==> src/rtl/serial_adder_ctrl.sv <==
// Bit-serial adder: one 1-bit cell sequenced LSB-first; WIDTH cycles start->done, then one IDLE cycle before the next start.
// start is ignored while busy. Define SERIAL_ADDER_SUB_EN to add the sub port (a - b via ~b and carry-in 1).
module serial_adder_ctrl #(
  parameter int WIDTH = 8
) (
  input  logic             clk,
  input  logic             rst,
  input  logic             start,
  input  logic [WIDTH-1:0] a,
  input  logic [WIDTH-1:0] b,
`ifdef SERIAL_ADDER_SUB_EN
  input  logic             sub,
`endif
  output logic             busy,
  output logic             done,
  output logic [WIDTH-1:0] sum,
  output logic             cout
);

  localparam int CW = $clog2(WIDTH) + 1;
  localparam logic [CW-1:0] LAST = CW'(WIDTH - 1);

  typedef enum logic [1:0] {
    IDLE = 2'd0,
    RUN  = 2'd1,
    DONE = 2'd2
  } state_t;

  state_t           state_q, state_d;
  logic [WIDTH-1:0] a_sr_q, a_sr_d;
  logic [WIDTH-1:0] b_sr_q, b_sr_d;
  logic [WIDTH-1:0] res_q, res_d;
  logic [WIDTH-1:0] sum_q, sum_d;
  logic [CW-1:0]    cnt_q, cnt_d;
  logic             c_q, c_d;
  logic             cout_q, cout_d;
  logic             sub_w;

`ifdef SERIAL_ADDER_SUB_EN
  assign sub_w = sub;
`else
  assign sub_w = 1'b0;
`endif

  // One-bit cell: two half adders plus an OR for the carry.
  logic ha1_s, ha1_c, ha2_s, ha2_c, c_next;
  assign ha1_s  = a_sr_q[0] ^ b_sr_q[0];
  assign ha1_c  = a_sr_q[0] & b_sr_q[0];
  assign ha2_s  = ha1_s ^ c_q;
  assign ha2_c  = ha1_s & c_q;
  assign c_next = ha1_c | ha2_c;

  always_comb begin
    state_d = state_q;
    a_sr_d  = a_sr_q;
    b_sr_d  = b_sr_q;
    res_d   = res_q;
    sum_d   = sum_q;
    cnt_d   = cnt_q;
    c_d     = c_q;
    cout_d  = cout_q;
    unique case (state_q)
      IDLE: begin
        if (start) begin
          a_sr_d  = a;
          b_sr_d  = sub_w ? ~b : b;
          c_d     = sub_w;
          cnt_d   = '0;
          state_d = RUN;
        end
      end
      RUN: begin
        a_sr_d = {1'b0, a_sr_q[WIDTH-1:1]};
        b_sr_d = {1'b0, b_sr_q[WIDTH-1:1]};
        res_d  = {ha2_s, res_q[WIDTH-1:1]};
        c_d    = c_next;
        cnt_d  = cnt_q + 1'b1;
        // sum/cout update only here so partial results are never visible.
        if (cnt_q == LAST) begin
          sum_d   = res_d;
          cout_d  = c_next;
          state_d = DONE;
        end
      end
      DONE: state_d = IDLE;
      default: state_d = IDLE;
    endcase
  end

  always_ff @(posedge clk) begin
    if (rst) begin
      state_q <= IDLE;
      a_sr_q  <= '0;
      b_sr_q  <= '0;
      res_q   <= '0;
      sum_q   <= '0;
      cnt_q   <= '0;
      c_q     <= 1'b0;
      cout_q  <= 1'b0;
    end else begin
      state_q <= state_d;
      a_sr_q  <= a_sr_d;
      b_sr_q  <= b_sr_d;
      res_q   <= res_d;
      sum_q   <= sum_d;
      cnt_q   <= cnt_d;
      c_q     <= c_d;
      cout_q  <= cout_d;
    end
  end

  assign busy = (state_q != IDLE);
  assign done = (state_q == DONE);
  assign sum  = sum_q;
  assign cout = cout_q;

endmodule

==> config.mk <==
export PLATFORM = sky130hd
export DESIGN_NAME = serial_adder_ctrl
export DESIGN_NICKNAME = d
export VERILOG_FILES = /design/src/rtl/serial_adder_ctrl.sv
export SDC_FILE = /design/constraint.sdc
export NUM_CORES = 1
export LEC_CHECK = 0
export BUFFER_PORTS_ARGS = -buffer_cell sky130_fd_sc_hd__buf_4
export CAP_MARGIN = 20
export CORE_ASPECT_RATIO = 2
export CORE_MARGIN = 4
export CORE_UTILIZATION = 42
export CTS_CLUSTER_DIAMETER = 100
export DETAILED_ROUTE_END_ITERATION = 7
export GPL_ROUTABILITY_DRIVEN = 0
export GPL_TIMING_DRIVEN = 0
export MAX_ROUTING_LAYER = met4
export PLACE_DENSITY_LB_ADDON = 0.12
export RECOVER_POWER = 100
export SLEW_MARGIN = 20
export SYNTH_ARGS = -nofsm -noshare
export SYNTH_HDL_FRONTEND = slang
export SYNTH_SLANG_ARGS = --single-unit
==> constraint.sdc <==
create_clock -name clk -period 1.7 [get_ports clk]
set_input_delay 0.17 -clock clk [delete_from_list [all_inputs] [get_ports clk]]
set_output_delay 0.17 -clock clk [all_outputs]
set_load 0.01 [all_outputs]
* Yosys cells after proc, flatten, opt, wreduce, memory -nomap -nowiden
Index checks and enable logic that the tools add are counted.
** Word-level totals
- Register bits :: 40
- Input bits :: 19
- Output and inout port bits :: 11
- Word-level logic and storage cells :: 36
** Cells by class
- Add/subtract/negate cells :: 1
- Equal/unequal tests :: 5
- Mux-type cells :: 11
- Bitwise logic cells :: 5
- Reductions and logical operators :: 6
** Operators with widths (number)
- 8-bit one-hot mux with 2 select lines :: 2
- 8-bit two-way mux :: 2
- 4-bit one-hot mux with 2 select lines :: 1
- 2-bit AND reduction :: 3
- 4-bit by 1-bit adder with 4-bit output, second input constant :: 1
- 4-bit by 3-bit == test with 1-bit output, second input constant :: 1
- 2-bit two-way mux :: 2
- 4-bit two-way mux :: 1
- 2-bit inequality test, second input constant :: 2
- 2-bit one-hot mux with 2 select lines :: 1
- 2-bit nonzero test :: 2
- 1-bit bitwise AND :: 2
- 2-bit by 1-bit == test with 1-bit output, second input constant :: 1
- 2-bit == test, second input constant :: 1
- 2-bit logical NOT :: 1
- 1-bit one-hot mux with 2 select lines :: 1
- 1-bit XOR :: 2
- 1-bit two-way mux :: 1
- 1-bit OR :: 1

* Logic depth before layout (Yosys ltp)
Gate-level depths: netlist of run 1.
- Depth after elaboration :: 4
- Gate-level depth with buffers :: 5

* Least setup slack after synthesis of run 1
OpenSTA, ideal clock, no wires.
- Kind :: register to register
- Start point :: register cnt_q[0]
- End point :: register cout_q, in the netlist cout
- Library setup time :: 0.071 ns
- Data arrival time :: 1.154 ns
- Setup slack :: 0.476 ns
- Cell stages (with the launch flop) :: 6
- Buffers on the path :: 1
- Clock period less this slack :: 1.224 ns
- Cell sequence :: dfxtp_1 -> ha_1 -> and3b_1 -> clkbuf_1 -> nand3_1 -> a21oi_1
** On the way
- Longest elaborated chain between the ends :: 2
** Ends and longest elaborated chain
- start, declared :: RTL line 34 : logic [CW-1:0] cnt_q, cnt_d;
- start signal, assigned :: RTL line 106 : cnt_q <= cnt_d;
- 4-bit by 3-bit == test with 1-bit output :: RTL line 79 : if (cnt_q == LAST) begin
- 2-bit AND reduction (no source line)
- end signal, assigned :: RTL line 108 : cout_q <= cout_d;
- end, declared :: RTL line 36 : logic cout_q, cout_d;
No other way between the ends.
A chain may end at the register's enable or synchronous reset.

* Worst setup path after layout of run 1
- Start point :: register state_q[0]
- End point :: output port busy
** On the way
- Longest elaborated chain between the ends :: 1
** Ends and longest elaborated chain
- start, declared :: RTL line 29 : state_t state_q, state_d;
- start signal, assigned :: RTL line 101 : state_q <= state_d;
- 2-bit nonzero test :: RTL line 112 : assign busy = (state_q != IDLE);
- end, declared :: RTL line 14 : output logic busy,
No other way between the ends.

==> results of run 1 <==
[stage by stage]
step | instances | power [W] | hold slack [ns] | util, % | area [um^2]
3_5_place_dp | 269 | 0.00122 | 0.454 | 50.1 | 1930
2_1_floorplan | 190 | 0.00113 | 0.342 | - | 1650
4_1_cts | 276 | 0.00184 | 0.152 | 52.4 | 2010
3_3_place_gp | 269 | 0.00121 | 0.435 | 50.1 | 1930
6_report | 275 | 0.00182 | 0.156 | 50.9 | 1960
5_1_grt | 275 | 0.00190 | 0.170 | 50.9 | 1960
[power by group]
| group | internal [W] | switching, W | total, W | leakage, nW |
|---|---|---|---|---|
| Sequential | 0.000953 | 0.0000249 | 0.000978 | 0.319 |
| Clock | 0.000318 | 0.000312 | 0.000631 | 0.0470 |
| Combinational | 0.0000916 | 0.000118 | 0.000209 | 0.344 |
| Total | 0.00136 | 0.000455 | 0.00182 | 0.710 |
[tightest hold or removal path: stages]
cell and delay (ns):
sky130_fd_sc_hd__buf_4 0.08, sky130_fd_sc_hd__a32oi_1 0.08, sky130_fd_sc_hd__nor2_1 0.08
[cells in the mapped netlist (all sizes together)]
cell type / n
buf: 8
o21bai: 1
and2b: 1
nor4: 1
a31oi: 2
a211oi: 15
a32oi: 2
o2bb2ai: 10
o31ai: 9
nand3b: 2
o22ai: 4
mux2i: 1
clkbuf: 8
nand2: 17
fa: 1
nand3: 11
nor2: 31
o21ba: 1
dfxtp: 39
inv: 3
or3: 1
and3b: 1
a22oi: 2
ha: 1
nand2b: 2
a21oi: 16
[layer usage]
| layer | vias to the layer above | track usage, % |
|---|---|---|
| li1 | 751 | - |
| met1 | 728 | 17.0 |
| met2 | 40 | 32.9 |
| met3 | 8 | 4.01 |
| met4 | 0 | 6.89 |
| met5 | - | - |
[flip-flops by register name, indices dropped and copies added (netlist names)]
signal and count:
c_q 1, b_sr_q 8, a_sr_q 8, sum 8, cout 1, state_q 2, res_q 7, cnt_q 4
[path summary, 6_finish.rpt]
kind | slack, ns | cells after the start | endpoint
hold / removal | 0.16 | 3 | a_sr_q[7]$_SDFFE_PP0P_
hold reg to reg | 0.47 | 2 | res_q[3]$_SDFFE_PP0P_
setup reg to reg | 0.22 | 5 | sum[7]$_SDFFE_PP0P_
setup / recovery | 0.21 | 5 | busy
[cell families (layout without fill, tap and decap cells)]
| family | after synthesis | after routing | synth area share, % |
|---|---|---|---|
| multiplexers | 1 | 1 | 0.606 |
| adder cells (fa/ha/maj) | 2 | 2 | 1.97 |
| flip-flops | 39 | 39 | 47.3 |
| AO/OA/AOI/OAI | 62 | 62 | 26.6 |
| buffers and inverters | 19 | 53 | 5.91 |
| AND/OR/NAND/NOR | 67 | 67 | 17.7 |
[cells in the final DEF (no fill, tap or decap), types with 2 or more instances in the layout]
| cell type | Yosys | routed |
|---|---|---|
| sky130_fd_sc_hd__nand3_1 | 11 | 11 |
| sky130_fd_sc_hd__o31ai_1 | 9 | 9 |
| sky130_fd_sc_hd__a22oi_1 | 2 | 2 |
| sky130_fd_sc_hd__clkbuf_1 | 8 | 21 |
| sky130_fd_sc_hd__nor2_1 | 31 | 31 |
| sky130_fd_sc_hd__o2bb2ai_1 | 10 | 10 |
| sky130_fd_sc_hd__o22ai_1 | 4 | 4 |
| sky130_fd_sc_hd__nand3b_1 | 2 | 2 |
| sky130_fd_sc_hd__nand2b_1 | 2 | 2 |
| sky130_fd_sc_hd__dfxtp_1 | 39 | 39 |
| sky130_fd_sc_hd__a21oi_1 | 16 | 16 |
| sky130_fd_sc_hd__clkbuf_8 | 0 | 6 |
| sky130_fd_sc_hd__a31oi_1 | 2 | 2 |
| sky130_fd_sc_hd__inv_1 | 3 | 3 |
| sky130_fd_sc_hd__a211oi_1 | 15 | 15 |
| sky130_fd_sc_hd__buf_4 | 4 | 21 |
| sky130_fd_sc_hd__nand2_1 | 17 | 17 |
| sky130_fd_sc_hd__a32oi_1 | 2 | 2 |
[area by class of cell]
class | count | area, um^2
buffer | 15 | 72.6
clock buffer | 6 | 82.6
clock inverter | 1 | 5.00
fill | 437 | 1890
inverter | 3 | 11.3
multi-input combinational | 132 | 773
sequential | 39 | 781
tap | 51 | 63.8
timing repair buffer | 28 | 169
==> run_summary.xml, run 1 <==
<?xml version="1.0" encoding="UTF-8"?>
<metrics>
  <group name="outcome">
    <metric name="status" unit="">complete, no violations</metric>
  </group>
  <group name="routing">
    <metric name="route.detailed.vias_per_inst" unit="">5.55</metric>
    <metric name="routed.top_layer" unit="">met4</metric>
    <metric name="routed_wl" unit="um">4030</metric>
    <metric name="met2WireLength" unit="um">2240</metric>
    <metric name="drc_errors" unit="">0</metric>
    <metric name="wl_met1" unit="um">1520</metric>
    <metric name="route.met3.wl" unit="um">193</metric>
    <metric name="drt_first_iter_violations" unit="">41</metric>
    <metric name="drt_first_pass_iters" unit="">4</metric>
    <metric name="via_count" unit="">1527</metric>
    <metric name="ant_nets" unit="">0</metric>
    <metric name="post_drt_wl_per_cell" unit="um">14.7</metric>
  </group>
  <group name="floorplan">
    <metric name="floorplan.die_area" unit="um^2">5060</metric>
    <metric name="io_pins" unit="">30</metric>
    <metric name="floorplan.initialDensity" unit="%">43.0</metric>
    <metric name="die_y" unit="um">96.7</metric>
    <metric name="row_count" unit="">32</metric>
    <metric name="fp.coreArea" unit="um^2">3840</metric>
    <metric name="die-width" unit="um">52.3</metric>
  </group>
  <group name="setup_path">
    <metric name="setup.worst_path.class" unit="">reg2out</metric>
    <metric name="timing.critical_path.to_type" unit="">output port</metric>
    <metric name="cp_num_buf_inv" unit="">4</metric>
    <metric name="cp_slowest_cell" unit="">sky130_fd_sc_hd__dfxtp_1</metric>
    <metric name="critPathMaxFanout" unit="">10</metric>
    <metric name="worst-endpoint-required" unit="ns">1.53</metric>
    <metric name="worstReg2RegStart" unit="">state_q[1]$_SDFFE_PP0P_</metric>
    <metric name="critical_path.startpoint" unit="">state_q[0]$_SDFFE_PP0P_</metric>
    <metric name="crit_family" unit="">buffers and inverters</metric>
    <metric name="crit_path_max_incr_delay" unit="ns">0.33</metric>
    <metric name="timing.critical_path.cells" unit="">buf_4, buf_4, nor2_1, inv_1, clkbuf_1</metric>
    <metric name="worst_setup_path_start_kind" unit="">register</metric>
    <metric name="worstPathArrival" unit="ns">1.32</metric>
    <metric name="timing.critical_path.mode_cell" unit="">sky130_fd_sc_hd__buf_4</metric>
  </group>
  <group name="clock_tree">
    <metric name="cts_root_buffer" unit="">sky130_fd_sc_hd__clkbuf_8</metric>
    <metric name="insertion_delay" unit="ns">0.29</metric>
    <metric name="htreeDepth" unit="">2</metric>
    <metric name="clkSinkCount" unit="">39</metric>
    <metric name="cts_inserted_buffers" unit="">5</metric>
    <metric name="cts_max_path_buffers" unit="">2</metric>
    <metric name="clock_transition_at_the_register_clock_pins_on_the_worst_setup_and_hold_paths_after_cts" unit="ns">0.07</metric>
    <metric name="cts_hold_repair.buffers" unit="">0</metric>
    <metric name="cts_setup_buffers" unit="">0</metric>
    <metric name="cts_tree" unit="">yes</metric>
    <metric name="ctsResizeCount" unit="">0</metric>
  </group>
  <group name="run">
    <metric name="maxCapViolCount" unit="">0</metric>
  </group>
  <group name="global_routing">
    <metric name="grt_max_degree" unit="">12</metric>
    <metric name="via_count_of_the_first_global_routing_pass" unit="">1546</metric>
    <metric name="grt_usage" unit="%">17.9</metric>
    <metric name="grt_pass1_wl" unit="um">6800</metric>
    <metric name="antenna_violations_before_repair" unit="">0</metric>
    <metric name="global_route.overflow_total" unit="">0</metric>
  </group>
  <group name="final_layout">
    <metric name="layout.nets" unit="">245</metric>
    <metric name="antenna_cells_inserted" unit="">0</metric>
    <metric name="area_growth_from_synthesis_to_layout" unit="%">18.6</metric>
    <metric name="final_layout_size_suffix_gt1_share" unit="%">13.4</metric>
  </group>
  <group name="sta">
    <metric name="finalClockSkew" unit="ns">0.00268</metric>
    <metric name="post-route-min-period" unit="ns">1.49</metric>
    <metric name="report.final.slew_viol_count" unit="">0</metric>
    <metric name="finalSetupTns" unit="ns">0</metric>
    <metric name="worst-slew-pin-transition" unit="ns">0.493</metric>
    <metric name="setup_ws" unit="ns">0.210</metric>
    <metric name="rsz_0062_raised_after_global_routing" unit="">false</metric>
    <metric name="maxSlewHeadroom" unit="%">67.1</metric>
    <metric name="fin_crit_sh" unit="%">87.6</metric>
    <metric name="max_freq" unit="GHz">0.671</metric>
    <metric name="timing_hold_violations_final" unit="">0</metric>
    <metric name="setup_viol_count_final" unit="">0</metric>
  </group>
  <group name="logic_synthesis">
    <metric name="mappedNetlistArea" unit="um^2">1650</metric>
    <metric name="synthCells" unit="">190</metric>
    <metric name="postSynthNetCount" unit="">211</metric>
    <metric name="synth.yosys.warnings" unit="">0</metric>
    <metric name="synth.area.top_cells" unit="">sky130_fd_sc_hd__dfxtp_1 (47%), sky130_fd_sc_hd__nor2_1 (7.0%), sky130_fd_sc_hd__a211oi_1 (6.8%)</metric>
    <metric name="yosysTopAreaCell" unit="">sky130_fd_sc_hd__dfxtp_1</metric>
    <metric name="ys_ff_latch" unit="">39</metric>
    <metric name="synth.avg_cell_area" unit="um^2">8.69</metric>
    <metric name="synth_cell_type_count" unit="">28</metric>
    <metric name="sequential_share_of_the_synthesized_area" unit="%">47.3</metric>
    <metric name="synth_largest_type_area_fraction" unit="%">47.3</metric>
  </group>
  <group name="power">
    <metric name="max-vdd-ir-drop" unit="mV">0.575</metric>
    <metric name="power.density" unit="nW/um^2">929</metric>
    <metric name="p_leak" unit="nW">0.710</metric>
  </group>
  <group name="place">
    <metric name="placement.io_buffers" unit="">28</metric>
    <metric name="final_hpwl_from_detailed_placement" unit="um">3050</metric>
    <metric name="dpl_worst_slack" unit="ns">0.245</metric>
  </group>
  <group name="min_path">
    <metric name="hold_start" unit="">a[7]</metric>
    <metric name="min_path_type" unit="">in2reg</metric>
  </group>
</metrics>
(Power assumes the default switching activity.)
==> run 2, diff against run 1 <==
--- a/config.mk
+++ b/config.mk
@@ -15,7 +15,7 @@
 export GPL_ROUTABILITY_DRIVEN = 0
 export GPL_TIMING_DRIVEN = 0
 export MAX_ROUTING_LAYER = met4
-export PLACE_DENSITY_LB_ADDON = 0.12
+export PLACE_DENSITY = 0.7
 export RECOVER_POWER = 100
 export SLEW_MARGIN = 20
 export SYNTH_ARGS = -nofsm -noshare
==> run 2 against run 1 <==
Net effect:
- first-iteration DRC count fell by 29%
- highest routed layer unchanged
- fmax fell by 2.7%
- worst setup slack lost 0.041 ns
- clock power is 45% higher
==> run_summary.xml, run 2 (same netlist as run 1, synthesis figures left out) <==
<?xml version="1.0" encoding="UTF-8"?>
<metrics>
  <group name="setup_path">
    <metric name="ff2ff_setup_slack" unit="ns">0.18</metric>
    <metric name="worstPathArrival" unit="ns">1.36</metric>
    <metric name="cp_slowest_cell" unit="">sky130_fd_sc_hd__dfxtp_1</metric>
    <metric name="setup.worst_path.class" unit="">reg2out</metric>
    <metric name="timing.critical_path.mode_cell" unit="">sky130_fd_sc_hd__buf_4</metric>
    <metric name="worst_setup_path_start_kind" unit="">register</metric>
    <metric name="crit_path_max_incr_delay" unit="ns">0.32</metric>
    <metric name="critPathMaxFanout" unit="">10</metric>
    <metric name="timing.critical_path.cells" unit="">buf_4, buf_2, nor2_1, inv_1, buf_4</metric>
    <metric name="timing.critical_path.to_type" unit="">output port</metric>
    <metric name="worst-endpoint-required" unit="ns">1.53</metric>
  </group>
  <group name="place">
    <metric name="final_hpwl_from_detailed_placement" unit="um">2880</metric>
    <metric name="placement.io_buffers" unit="">28</metric>
  </group>
  <group name="min_path">
    <metric name="min_path_type" unit="">in2reg</metric>
  </group>
  <group name="global_routing">
    <metric name="grt_pass1_wl" unit="um">6520</metric>
    <metric name="antenna_violations_before_repair" unit="">0</metric>
    <metric name="global_route.overflow_total" unit="">0</metric>
    <metric name="via_count_of_the_first_global_routing_pass" unit="">1472</metric>
    <metric name="grt_max_degree" unit="">13</metric>
    <metric name="grt_usage" unit="%">17.5</metric>
  </group>
  <group name="clock_tree">
    <metric name="htreeDepth" unit="">2</metric>
    <metric name="clock_transition_at_the_register_clock_pins_on_the_worst_setup_and_hold_paths_after_cts" unit="ns">0.07</metric>
    <metric name="cts_max_path_buffers" unit="">2</metric>
    <metric name="cts_inserted_buffers" unit="">5</metric>
    <metric name="cts_tree" unit="">yes</metric>
    <metric name="clkSinkCount" unit="">39</metric>
    <metric name="insertion_delay" unit="ns">0.29</metric>
    <metric name="cts_root_buffer" unit="">sky130_fd_sc_hd__clkbuf_8</metric>
    <metric name="cts_setup_buffers" unit="">0</metric>
  </group>
  <group name="run">
    <metric name="maxCapViolCount" unit="">0</metric>
  </group>
  <group name="floorplan">
    <metric name="floorplan.initialDensity" unit="%">43.0</metric>
    <metric name="die-width" unit="um">52.3</metric>
    <metric name="die_y" unit="um">96.7</metric>
    <metric name="floorplan.die_area" unit="um^2">5060</metric>
    <metric name="fp.coreArea" unit="um^2">3840</metric>
    <metric name="row_count" unit="">32</metric>
    <metric name="io_pins" unit="">30</metric>
  </group>
  <group name="outcome">
    <metric name="status" unit="">complete, no violations</metric>
  </group>
  <group name="power">
    <metric name="max-vdd-ir-drop" unit="mV">0.714</metric>
    <metric name="p_leak" unit="nW">0.728</metric>
    <metric name="power.density" unit="nW/um^2">1050</metric>
  </group>
  <group name="routing">
    <metric name="drt_first_iter_violations" unit="">29</metric>
    <metric name="via_count" unit="">1491</metric>
    <metric name="routed_wl" unit="um">3840</metric>
    <metric name="drt_first_pass_iters" unit="">3</metric>
    <metric name="post_drt_wl_per_cell" unit="um">13.9</metric>
    <metric name="drc_errors" unit="">0</metric>
    <metric name="ant_nets" unit="">0</metric>
    <metric name="route.detailed.vias_per_inst" unit="">5.40</metric>
  </group>
  <group name="final_layout">
    <metric name="multiInputGateArea" unit="um^2">769</metric>
    <metric name="layout.nets" unit="">245</metric>
    <metric name="area_growth_from_synthesis_to_layout" unit="%">20.8</metric>
    <metric name="mostFrequentLayoutCells" unit="">sky130_fd_sc_hd__dfxtp_1 (39), sky130_fd_sc_hd__nor2_1 (31), sky130_fd_sc_hd__clkbuf_1 (21), sky130_fd_sc_hd__buf_4 (19), sky130_fd_sc_hd__nand2_1 (17)</metric>
    <metric name="seq_area" unit="um^2">781</metric>
    <metric name="num-fill-cells" unit="">411</metric>
    <metric name="antenna_cells_inserted" unit="">0</metric>
    <metric name="final_common_cell" unit="">sky130_fd_sc_hd__dfxtp_1</metric>
    <metric name="final_layout_size_suffix_gt1_share" unit="%">13.3</metric>
  </group>
  <group name="sta">
    <metric name="finalSetupTns" unit="ns">0</metric>
    <metric name="fin_worst_hold_slack" unit="ns">0.140</metric>
    <metric name="finalClockSkew" unit="ns">0.00836</metric>
    <metric name="timing_hold_violations_final" unit="">0</metric>
    <metric name="fin_crit_sh" unit="%">90.1</metric>
    <metric name="rsz_0062_raised_after_global_routing" unit="">false</metric>
    <metric name="post-route-min-period" unit="ns">1.53</metric>
    <metric name="max_freq" unit="GHz">0.653</metric>
    <metric name="report.final.slew_viol_count" unit="">0</metric>
    <metric name="worst-slew-pin-transition" unit="ns">0.655</metric>
    <metric name="setup_viol_count_final" unit="">0</metric>
    <metric name="maxSlewHeadroom" unit="%">56.2</metric>
  </group>
</metrics>
[run 2: changes by cell type in the layout (fill, tap and decap cells not counted)]
cell,previous run,this run
sky130_fd_sc_hd__buf_2,1,3
sky130_fd_sc_hd__buf_4,21,19
sky130_fd_sc_hd__bufinv_16,0,2
sky130_fd_sc_hd__clkbuf_2,0,1
sky130_fd_sc_hd__clkbuf_8,6,5
sky130_fd_sc_hd__clkinv_2,1,0
sky130_fd_sc_hd__o21bai_1,0,1
sky130_fd_sc_hd__o21bai_2,1,0
[run 2: routing by layer]
| layer | vias to the layer above | routed length [um] | global-route usage (%) |
|---|---|---|---|
| met1 | 700 | 1500 | 17.4 |
| met5 | - | 0 | - |
| met3 | 6 | 187 | 4.62 |
| met2 | 32 | 2080 | 29.5 |
| li1 | 753 | - | - |
| met4 | 0 | 71 | 9.65 |
[run 2: final timing paths]
check | endpoint | depth (start not counted) | startpoint
worst min register to register | res_q[1]$_SDFFE_PP0P_ | 2 | res_q[1]$_SDFFE_PP0P_
worst max register to register | b_sr_q[4]$_SDFFE_PP0P_ | 4 | state_q[1]$_SDFFE_PP0P_
worst max-delay path | busy | 5 | state_q[0]$_SDFFE_PP0P_
worst min-delay path | b_sr_q[7]$_SDFFE_PP0P_ | 3 | b[7]
[run 2: area by class of cell]
type                       instances  area share (%)
buffer                            15            3.26
clock buffer                       6            3.64
clock inverter                     2            3.01
inverter                           3           0.564
multi-input combinational        132            38.6
sequential                        39            39.1
tap                               51            3.20
timing repair buffer              28            8.65
[run 2: timing repair]
action	in CTS	in global routing
resized for setup	0	0
endpoints found under the hold margin	0	0
hold buffers	0	0
setup endpoints to repair	0	1
[run 2: per-stage QoR]
stage / setup slack (ns) / utilization, % / std cells / total power [W] / cell area (um^2)
after global placement: 0.220 / 50.1 / 269 / 0.00121 / 1930
after CTS: 0.0263 / 53.5 / 277 / 0.00212 / 2060
after global routing: 0.0527 / 51.9 / 276 / 0.00217 / 2000
after floorplan: 0.476 / - / 190 / 0.00113 / 1650
after detailed placement: 0.221 / 50.1 / 269 / 0.00121 / 1930
final: 0.169 / 51.9 / 276 / 0.00209 / 2000
[run 2: worst max-delay path: cells and delay by family (launching register included)]
family | cells | cell delay (ns)
buffers and inverters | 4 | 0.56
AND/OR/NAND/NOR | 1 | 0.19
flip-flops | 1 | 0.32
[run 2: where the power goes]
group | switching (W) | leakage, nW | internal, W | total [W]
Combinational | 0.000113 | 0.343 | 0.0000892 | 0.000202
Clock | 0.000328 | 0.0654 | 0.000587 | 0.000915
Sequential | 0.0000244 | 0.319 | 0.000953 | 0.000977
